===== config.mk =====
export PLATFORM = sky130hd
export DESIGN_NAME = ddr2_traffic_gen
export DESIGN_NICKNAME = d
export VERILOG_FILES = /design/src/rtl/ddr2_tg_pkg.sv /design/src/rtl/tg_lfsr32.sv /design/src/rtl/ddr2_traffic_gen.sv
export SDC_FILE = /design/constraint.sdc
export NUM_CORES = 1
export LEC_CHECK = 0
export BUFFER_PORTS_ARGS = -buffer_cell sky130_fd_sc_hd__buf_2
export CAP_MARGIN = 20
export CORE_UTILIZATION = 50
export CTS_BUF_LIST = sky130_fd_sc_hd__clkbuf_8
export DETAILED_ROUTE_END_ITERATION = 10
export PLACE_DENSITY_LB_ADDON = 0.12
export SYNTH_ARGS = -nofsm -noshare
export SYNTH_HDL_FRONTEND = slang
export SYNTH_SLANG_ARGS = --single-unit

===== constraint.sdc =====
create_clock -name clk -period 2.3 [get_ports clk]
set_clock_uncertainty 0.05 [all_clocks]
set_input_delay 0.46 -clock clk [delete_from_list [all_inputs] [get_ports clk]]
set_output_delay 0.46 -clock clk [all_outputs]
set_load 0.02 [all_outputs]

===== src/rtl/ddr2_tg_pkg.sv =====
// Shared definitions for the DDR2 traffic generator: FSM states, run modes,
// and the 32-bit Galois LFSR used for the pseudo-random data pattern.
package ddr2_tg_pkg;

    typedef enum logic [2:0] {
        ST_IDLE,
        ST_WR_REQ,
        ST_WR_WAIT,
        ST_RD_REQ,
        ST_RD_WAIT,
        ST_FAULT,
        ST_FIN
    } tg_state_t;

    localparam logic [1:0] MODE_WR    = 2'd0;
    localparam logic [1:0] MODE_RD    = 2'd1;
    localparam logic [1:0] MODE_WR_RD = 2'd2;

    // Right-shifting Galois form of x^32 + x^22 + x^2 + x + 1.
    localparam logic [31:0] LFSR_TAPS = 32'h8020_0003;

    function automatic logic [31:0] lfsr_next(input logic [31:0] v);
        return {1'b0, v[31:1]} ^ (v[0] ? LFSR_TAPS : 32'h0);
    endfunction

    function automatic logic [31:0] pattern_word(input logic use_lfsr,
                                                 input logic [15:0] idx,
                                                 input logic [31:0] lfsr);
        return use_lfsr ? lfsr : {idx, ~idx};
    endfunction

endpackage


===== src/rtl/tg_lfsr32.sv =====
// 32-bit Galois LFSR with synchronous load; load wins over step so a phase
// restart always begins from the seed.
module tg_lfsr32
    import ddr2_tg_pkg::*;
(
    input  logic        clk,
    input  logic        rst_n,
    input  logic        load,
    input  logic [31:0] seed,
    input  logic        step,
    output logic [31:0] value
);

    always_ff @(posedge clk) begin
        if (!rst_n) begin
            value <= '0;
        end else if (load) begin
            value <= seed;
        end else if (step) begin
            value <= lfsr_next(value);
        end
    end

endmodule


===== src/rtl/ddr2_traffic_gen.sv =====
// Write/read-back traffic generator for the DDR2 controller client port:
// writes a deterministic pattern over an address window, verifies it, and reports.
module ddr2_traffic_gen
    import ddr2_tg_pkg::*;
#(
    parameter int                ADDR_W      = 26,
    parameter int                DATA_W      = 64,
    parameter int                NUM_WORDS   = 16,
    parameter logic [ADDR_W-1:0] BASE_ADDR   = '0,
    parameter int unsigned       ADDR_STRIDE = 1,
    parameter int                PATTERN     = 0,
    parameter logic [31:0]       SEED        = 32'hACE1_0001,
    parameter int                TIMEOUT     = 4096
) (
    input  logic              clk,
    input  logic              rst_n,
    input  logic              start,
    input  logic [1:0]        mode,
    output logic              busy,
    output logic              done,
    output logic              pass,
    output logic              timeout,
    output logic [15:0]       err_count,
    output logic [ADDR_W-1:0] first_err_addr,
    output logic [DATA_W-1:0] first_err_data,
    output logic [ADDR_W-1:0] c_addr,
    output logic [DATA_W-1:0] c_data_in,
    output logic              c_rd_req,
    output logic              c_wr_req,
    input  logic              c_ack,
    input  logic              c_rdy,
    input  logic [DATA_W-1:0] c_data_out
);

    localparam int   CNT_W    = $clog2(TIMEOUT + 1);
    localparam logic USE_LFSR = (PATTERN == 1);

    tg_state_t         state;
    logic [1:0]        mode_r;
    logic [31:0]       index;
    logic [CNT_W-1:0]  wait_cnt;

    logic [31:0]       lfsr_value;
    logic [31:0]       lfsr_after;
    logic [15:0]       idx_next;
    logic [31:0]       cur_word32;
    logic [31:0]       next_word32;
    logic [DATA_W-1:0] cur_word;
    logic [DATA_W-1:0] next_word;
    logic              last_word;
    logic              start_ok;
    logic              waiting;
    logic              progress;
    logic              expired;
    logic              lfsr_load;
    logic              lfsr_step;

    tg_lfsr32 u_lfsr (
        .clk   (clk),
        .rst_n (rst_n),
        .load  (lfsr_load),
        .seed  (SEED),
        .step  (lfsr_step),
        .value (lfsr_value)
    );

    // next_word lets a WAIT state re-issue the following request in the same
    // edge it completes, giving the 2-cycle-per-word best case.
    always_comb begin
        idx_next    = index[15:0] + 16'd1;
        lfsr_after  = lfsr_next(lfsr_value);
        cur_word32  = pattern_word(USE_LFSR, index[15:0], lfsr_value);
        next_word32 = pattern_word(USE_LFSR, idx_next, lfsr_after);
        cur_word    = {(DATA_W/32){cur_word32}};
        next_word   = {(DATA_W/32){next_word32}};
        last_word   = (index == 32'(NUM_WORDS - 1));
        start_ok    = (state == ST_IDLE) && start && !done;
        waiting     = (state == ST_WR_REQ) || (state == ST_WR_WAIT) ||
                      (state == ST_RD_REQ) || (state == ST_RD_WAIT);
        progress    = 1'b0;
        case (state)
            ST_WR_REQ:  progress = c_wr_req && c_ack;
            ST_RD_REQ:  progress = c_rd_req && c_ack;
            ST_WR_WAIT: progress = c_rdy;
            ST_RD_WAIT: progress = c_rdy;
            default:    progress = 1'b0;
        endcase
        expired   = waiting && !progress && (wait_cnt == CNT_W'(TIMEOUT));
        lfsr_load = start_ok ||
                    ((state == ST_WR_WAIT) && c_rdy && last_word && (mode_r != MODE_WR));
        lfsr_step = ((state == ST_WR_WAIT) || (state == ST_RD_WAIT)) && c_rdy && !last_word;
    end

    always_ff @(posedge clk) begin
        if (!rst_n) begin
            state          <= ST_IDLE;
            mode_r         <= MODE_WR;
            index          <= '0;
            wait_cnt       <= '0;
            busy           <= 1'b0;
            done           <= 1'b0;
            pass           <= 1'b0;
            timeout        <= 1'b0;
            err_count      <= '0;
            first_err_addr <= '0;
            first_err_data <= '0;
            c_addr         <= '0;
            c_data_in      <= '0;
            c_rd_req       <= 1'b0;
            c_wr_req       <= 1'b0;
        end else begin
            done <= 1'b0;
            if (expired) begin
                state    <= ST_FAULT;
                c_wr_req <= 1'b0;
                c_rd_req <= 1'b0;
                timeout  <= 1'b1;
                wait_cnt <= '0;
            end else begin
                if (progress) begin
                    wait_cnt <= '0;
                end else if (waiting) begin
                    wait_cnt <= wait_cnt + 1'b1;
                end
                case (state)
                    ST_IDLE: begin
                        if (start_ok) begin
                            busy           <= 1'b1;
                            pass           <= 1'b0;
                            timeout        <= 1'b0;
                            err_count      <= '0;
                            first_err_addr <= '0;
                            first_err_data <= '0;
                            index          <= '0;
                            c_addr         <= BASE_ADDR;
                            mode_r         <= mode;
                            wait_cnt       <= '0;
                            case (mode)
                                MODE_RD:            state <= ST_RD_REQ;
                                MODE_WR, MODE_WR_RD: state <= ST_WR_REQ;
                                default:            state <= ST_WR_REQ;
                            endcase
                        end
                    end
                    ST_WR_REQ: begin
                        if (c_wr_req) begin
                            if (c_ack) begin
                                c_wr_req <= 1'b0;
                                state    <= ST_WR_WAIT;
                            end
                        end else if (c_rdy) begin
                            c_wr_req  <= 1'b1;
                            c_data_in <= cur_word;
                        end
                    end
                    ST_RD_REQ: begin
                        if (c_rd_req) begin
                            if (c_ack) begin
                                c_rd_req <= 1'b0;
                                state    <= ST_RD_WAIT;
                            end
                        end else if (c_rdy) begin
                            c_rd_req <= 1'b1;
                        end
                    end
                    ST_WR_WAIT: begin
                        if (c_rdy) begin
                            if (!last_word) begin
                                index     <= index + 32'd1;
                                c_addr    <= c_addr + ADDR_W'(ADDR_STRIDE);
                                c_wr_req  <= 1'b1;
                                c_data_in <= next_word;
                                state     <= ST_WR_REQ;
                            end else if (mode_r == MODE_WR) begin
                                state <= ST_FIN;
                            end else begin
                                index  <= '0;
                                c_addr <= BASE_ADDR;
                                state  <= ST_RD_REQ;
                            end
                        end
                    end
                    ST_RD_WAIT: begin
                        if (c_rdy) begin
                            if (c_data_out != cur_word) begin
                                if (err_count != 16'hFFFF) begin
                                    err_count <= err_count + 16'd1;
                                end
                                if (err_count == 16'd0) begin
                                    first_err_addr <= c_addr;
                                    first_err_data <= c_data_out;
                                end
                            end
                            if (last_word) begin
                                state <= ST_FIN;
                            end else begin
                                index    <= index + 32'd1;
                                c_addr   <= c_addr + ADDR_W'(ADDR_STRIDE);
                                c_rd_req <= 1'b1;
                                state    <= ST_RD_REQ;
                            end
                        end
                    end
                    ST_FAULT: begin
                        state <= ST_FIN;
                    end
                    ST_FIN: begin
                        done  <= 1'b1;
                        pass  <= (err_count == 16'd0) && !timeout;
                        busy  <= 1'b0;
                        state <= ST_IDLE;
                    end
                    default: begin
                        state <= ST_IDLE;
                    end
                endcase
            end
        end
    end

endmodule


==> out/results.tsv <==
stage	metric	value	unit
global_route	gr usage total	28.4	%
synthesis	main flop type after synthesis	dfxtp_1	
clock_tree	CTS tree	built	
synthesis	Yosys Warn Count	0	
critical_path	R2R Path End	first_err_addr[24]	
floorplan	core area	21800	um2
routing	DRT Pass-1 Iters	5	
critical_path	Setup crit end kind	flip-flop	
clock_tree	number of H-tree levels	2	
placed_design	routability cong.	0.910	
routing	DR vias/cell	5.71	
synthesis	Mean Syn Cell Area	8.52	um2
final_layout	final core utilization	70.8	%
clock_tree	clk_lat worst skew	0.56	ns
synthesis	Synth async-reset ratio	0	%
critical_path	r2r startpoint	index[10]	
run_status	failing checks	negative setup slack	
synthesis	mapped cell area	11100	um2
power_and_ir_drop	Peak supply drop	0.000389	V
placed_design	placed cells	1874	
final_layout	Layout area overhead	38.9	%
critical_path	Slowest-stage cell, CP	or4b_4	
critical_path	Critical Path RT	2.72	ns
critical_path	Worst Reg-to-Reg Cells	8	
routing	via count	11300	
final_layout	final instance area	15500	um2
run_status	status	finished with violations	
timing	Final WS setup	-0.125	ns
clock_tree	CTS Hold Bufs	0	
timing	worst slew pin tran	1.12	ns
critical_path	CP startpoint kind	flip-flop	
routing	DRT antenna net count	0	
power_and_ir_drop	Pleak	6.79	nW
global_route	largest net degree at the start of global routing	91	
critical_path	crit path DAT	2.84	ns
timing	fin crit period	2.42	ns
critical_path	flop2flop setup slack	-0.12	ns
floorplan	Rows	54	
floorplan	I/O pin cnt	273	
global_route	number of global-route vias before repair	9815	
synthesis	register area share after synthesis	39.6	%
critical_path	critical-path cell list	nand2_1 -> or4b_4 -> a2111oi_4 -> and4_1 -> nand3b_1 -> buf_6 -> clkbuf_16 -> mux2i_1	
routing	DRC viols	0	
critical_path	Crit Path Category	flip-flop to flip-flop	
timing	worst hold margin	0.130	ns
power_and_ir_drop	total power draw	9.93	mW
final_layout	share of cells above drive strength 1	39.2	%
routing	DRT iter0 DRCs	638	
floorplan	die area	22800	um2
timing	Fmax	412	MHz
final_layout	Finished Layout Cells	1973	
placed_design	Post-DP Area	13500	um2
clock_tree	clock sink count	220	
critical_path	critical path peak fanout	8	
critical_path	critical path launch point	index[10]	
hold_path	HP Class	input pin to flip-flop	
clock_tree	Clock Tree Root	clkbuf_8	
floorplan	Die Span Y	151	um
clock_tree	CTS buffer count	38	
floorplan	initial core utilization	51.0	%
job	max_cap viols	0	
placed_design	Post-Place Setup Slack	-0.275	ns
floorplan	die span in x	151	um
timing	final period utilization	105	%
placed_design	DP HPWL	24700	um
timing	Slew Limit Fails	0	
global_route	first-pass GRT wire length	51200	um
clock_tree	clk slew on worst S/H paths	0.06	ns
placed_design	IO buf count	272	
global_route	grt total ovfl	0	
synthesis	Netlist cell types	60	
routing	WL per Instance	18.2	um
critical_path	Critical Path End	first_err_addr[24]	
timing	RSZ-0062 raised after global routing	yes	
clock_tree	Clock Tree Buf Depth	3	
critical_path	max incr delay on CP	0.51	ns
synthesis	Net Count, Synth	1383	
synthesis	post-synthesis cell count	1306	
power_and_ir_drop	PD cells	643	nW/um2
synthesis	Post-synth EDFFs	0	
timing	headroom to the max-slew limit	25.2	%
final_layout	nets	1750	
timing	setup_tns	-8.77	ns
synthesis	#FFs+latches synth	220	
global_route	initial antenna violation count	1	
routing	Total Wirelength	35800	um
timing	Finish-stage setup viols	148	
timing	Hold Vio Cnt, Final	0	
## per-layer routing
metal	global-route usage, %	vias to the layer above	share of wire, %
met4	10.3	0	2.4
met2	47.5	401	49
li1	-	5370	-
met3	5.21	67	6.5
met5	0	-	0
met1	36.5	5420	42
## how the worst min path moves through the flow
stage | start | endpoint | slack, ns | depth (start not counted)
floorplan | mode_r[1] | mode_r[1] | 0.41 | 2
global placement | first_err_data[30] | first_err_data[30] | 0.39 | 2
detailed placement | first_err_addr[1] | first_err_addr[1] | 0.40 | 2
CTS | c_data_out[42] | first_err_data[42] | 0.11 | 3
global route | c_data_out[24] | first_err_data[24] | 0.14 | 3
finish | c_data_out[42] | first_err_data[42] | 0.13 | 3
## logic make-up after synthesis
| group | count (synthesis) | share of synthesized area (%) |
|---|---|---|
| xor gates and xnor gates | 81 | 6.38 |
| muxes | 98 | 8.88 |
| buffers and inverters | 147 | 7.32 |
| adders and majority gates | 6 | 0.675 |
| AOI/OAI and AO/OA | 172 | 10.1 |
| DFF | 220 | 39.6 |
| and+or+nand+nor | 582 | 27.1 |
## area by class of cell
type / count / area (um2)
repair buffers: 456 / 3320
fillers: 1738 / 6370
multi-input cells: 940 / 6610
clock inverters: 16 / 83.8
well taps: 280 / 350
inverters: 17 / 63.8
clock buffers: 43 / 592
diodes: 1 / 2.50
flip-flops and latches: 220 / 4430
## flip-flops by register name, summed over array words and instances (netlist names), 2 cells and up
register        cells
c_addr             26
c_data_in          32
state               3
first_err_addr     26
wait_cnt           13
first_err_data     64
err_count          16
index              32
mode_r              2
## Yosys cell counts (30+ instances only)
| cell | count | share of area, % |
|---|---|---|
| nand2_1 | 177 | 6.0 |
| nand3_1 | 116 | 5.2 |
| clkbuf_1 | 65 | 2.2 |
| mux2i_1 | 96 | 8.6 |
| buf_4 | 35 | 2.4 |
| or3_1 | 30 | 1.7 |
| xor2_1 | 35 | 2.8 |
| o21ai_0 | 34 | 1.5 |
| nand4_1 | 48 | 2.7 |
| a21oi_1 | 64 | 2.9 |
| nor2_1 | 67 | 2.3 |
| dfxtp_1 | 220 | 40 |
| xnor2_1 | 46 | 3.6 |
## worst max-delay path: cells and delay by family, from the launching register on
| kind | cells | cell delay, ns |
|---|---|---|
| compound gates | 1 | 0.35 |
| mux | 1 | 0.18 |
| buf+inv | 2 | 0.40 |
| simple gates | 4 | 1.00 |
| flops | 1 | 0.35 |
## what timing repair did
action | CTS | global route
buffers inserted | 10 | 12
gates resized for setup | 39 | 162
endpoints found under the setup margin | 205 | 212
cloned | 2 | 15
pin swaps | 12 | 46
## layout by cell type (no fill, tap or decap), types with 6 or more instances in the layout
master	Yosys	layout
a21oi_1	64	41
a21oi_2	10	33
and2_1	8	8
and3_1	14	13
and3b_1	9	9
buf_12	0	21
buf_2	15	272
buf_4	35	132
buf_6	15	16
clkbuf_16	0	12
clkbuf_8	0	43
dfxtp_1	220	208
dfxtp_2	0	9
inv_1	17	27
mux2i_1	96	96
nand2_1	177	146
nand2_4	0	26
nand3_1	116	113
nand4_1	48	48
nor2_1	67	45
nor2_2	0	18
nor3_1	18	13
nor3b_1	11	9
nor4_1	26	20
nor4_2	1	6
o211a_1	14	14
o21ai_0	34	26
o22ai_1	7	7
o31ai_1	20	20
or3_1	30	27
or4_1	25	21
or4_4	1	6
xnor2_1	46	45
xor2_1	35	33
## report_power, final
group / total (mW) / switching, mW / internal [mW]
clock network: 3.28 / 1.58 / 1.70
logic: 2.57 / 1.41 / 1.17
registers: 4.07 / 0.128 / 3.94
No activity file was read; power rests on OpenSTA's default activity.
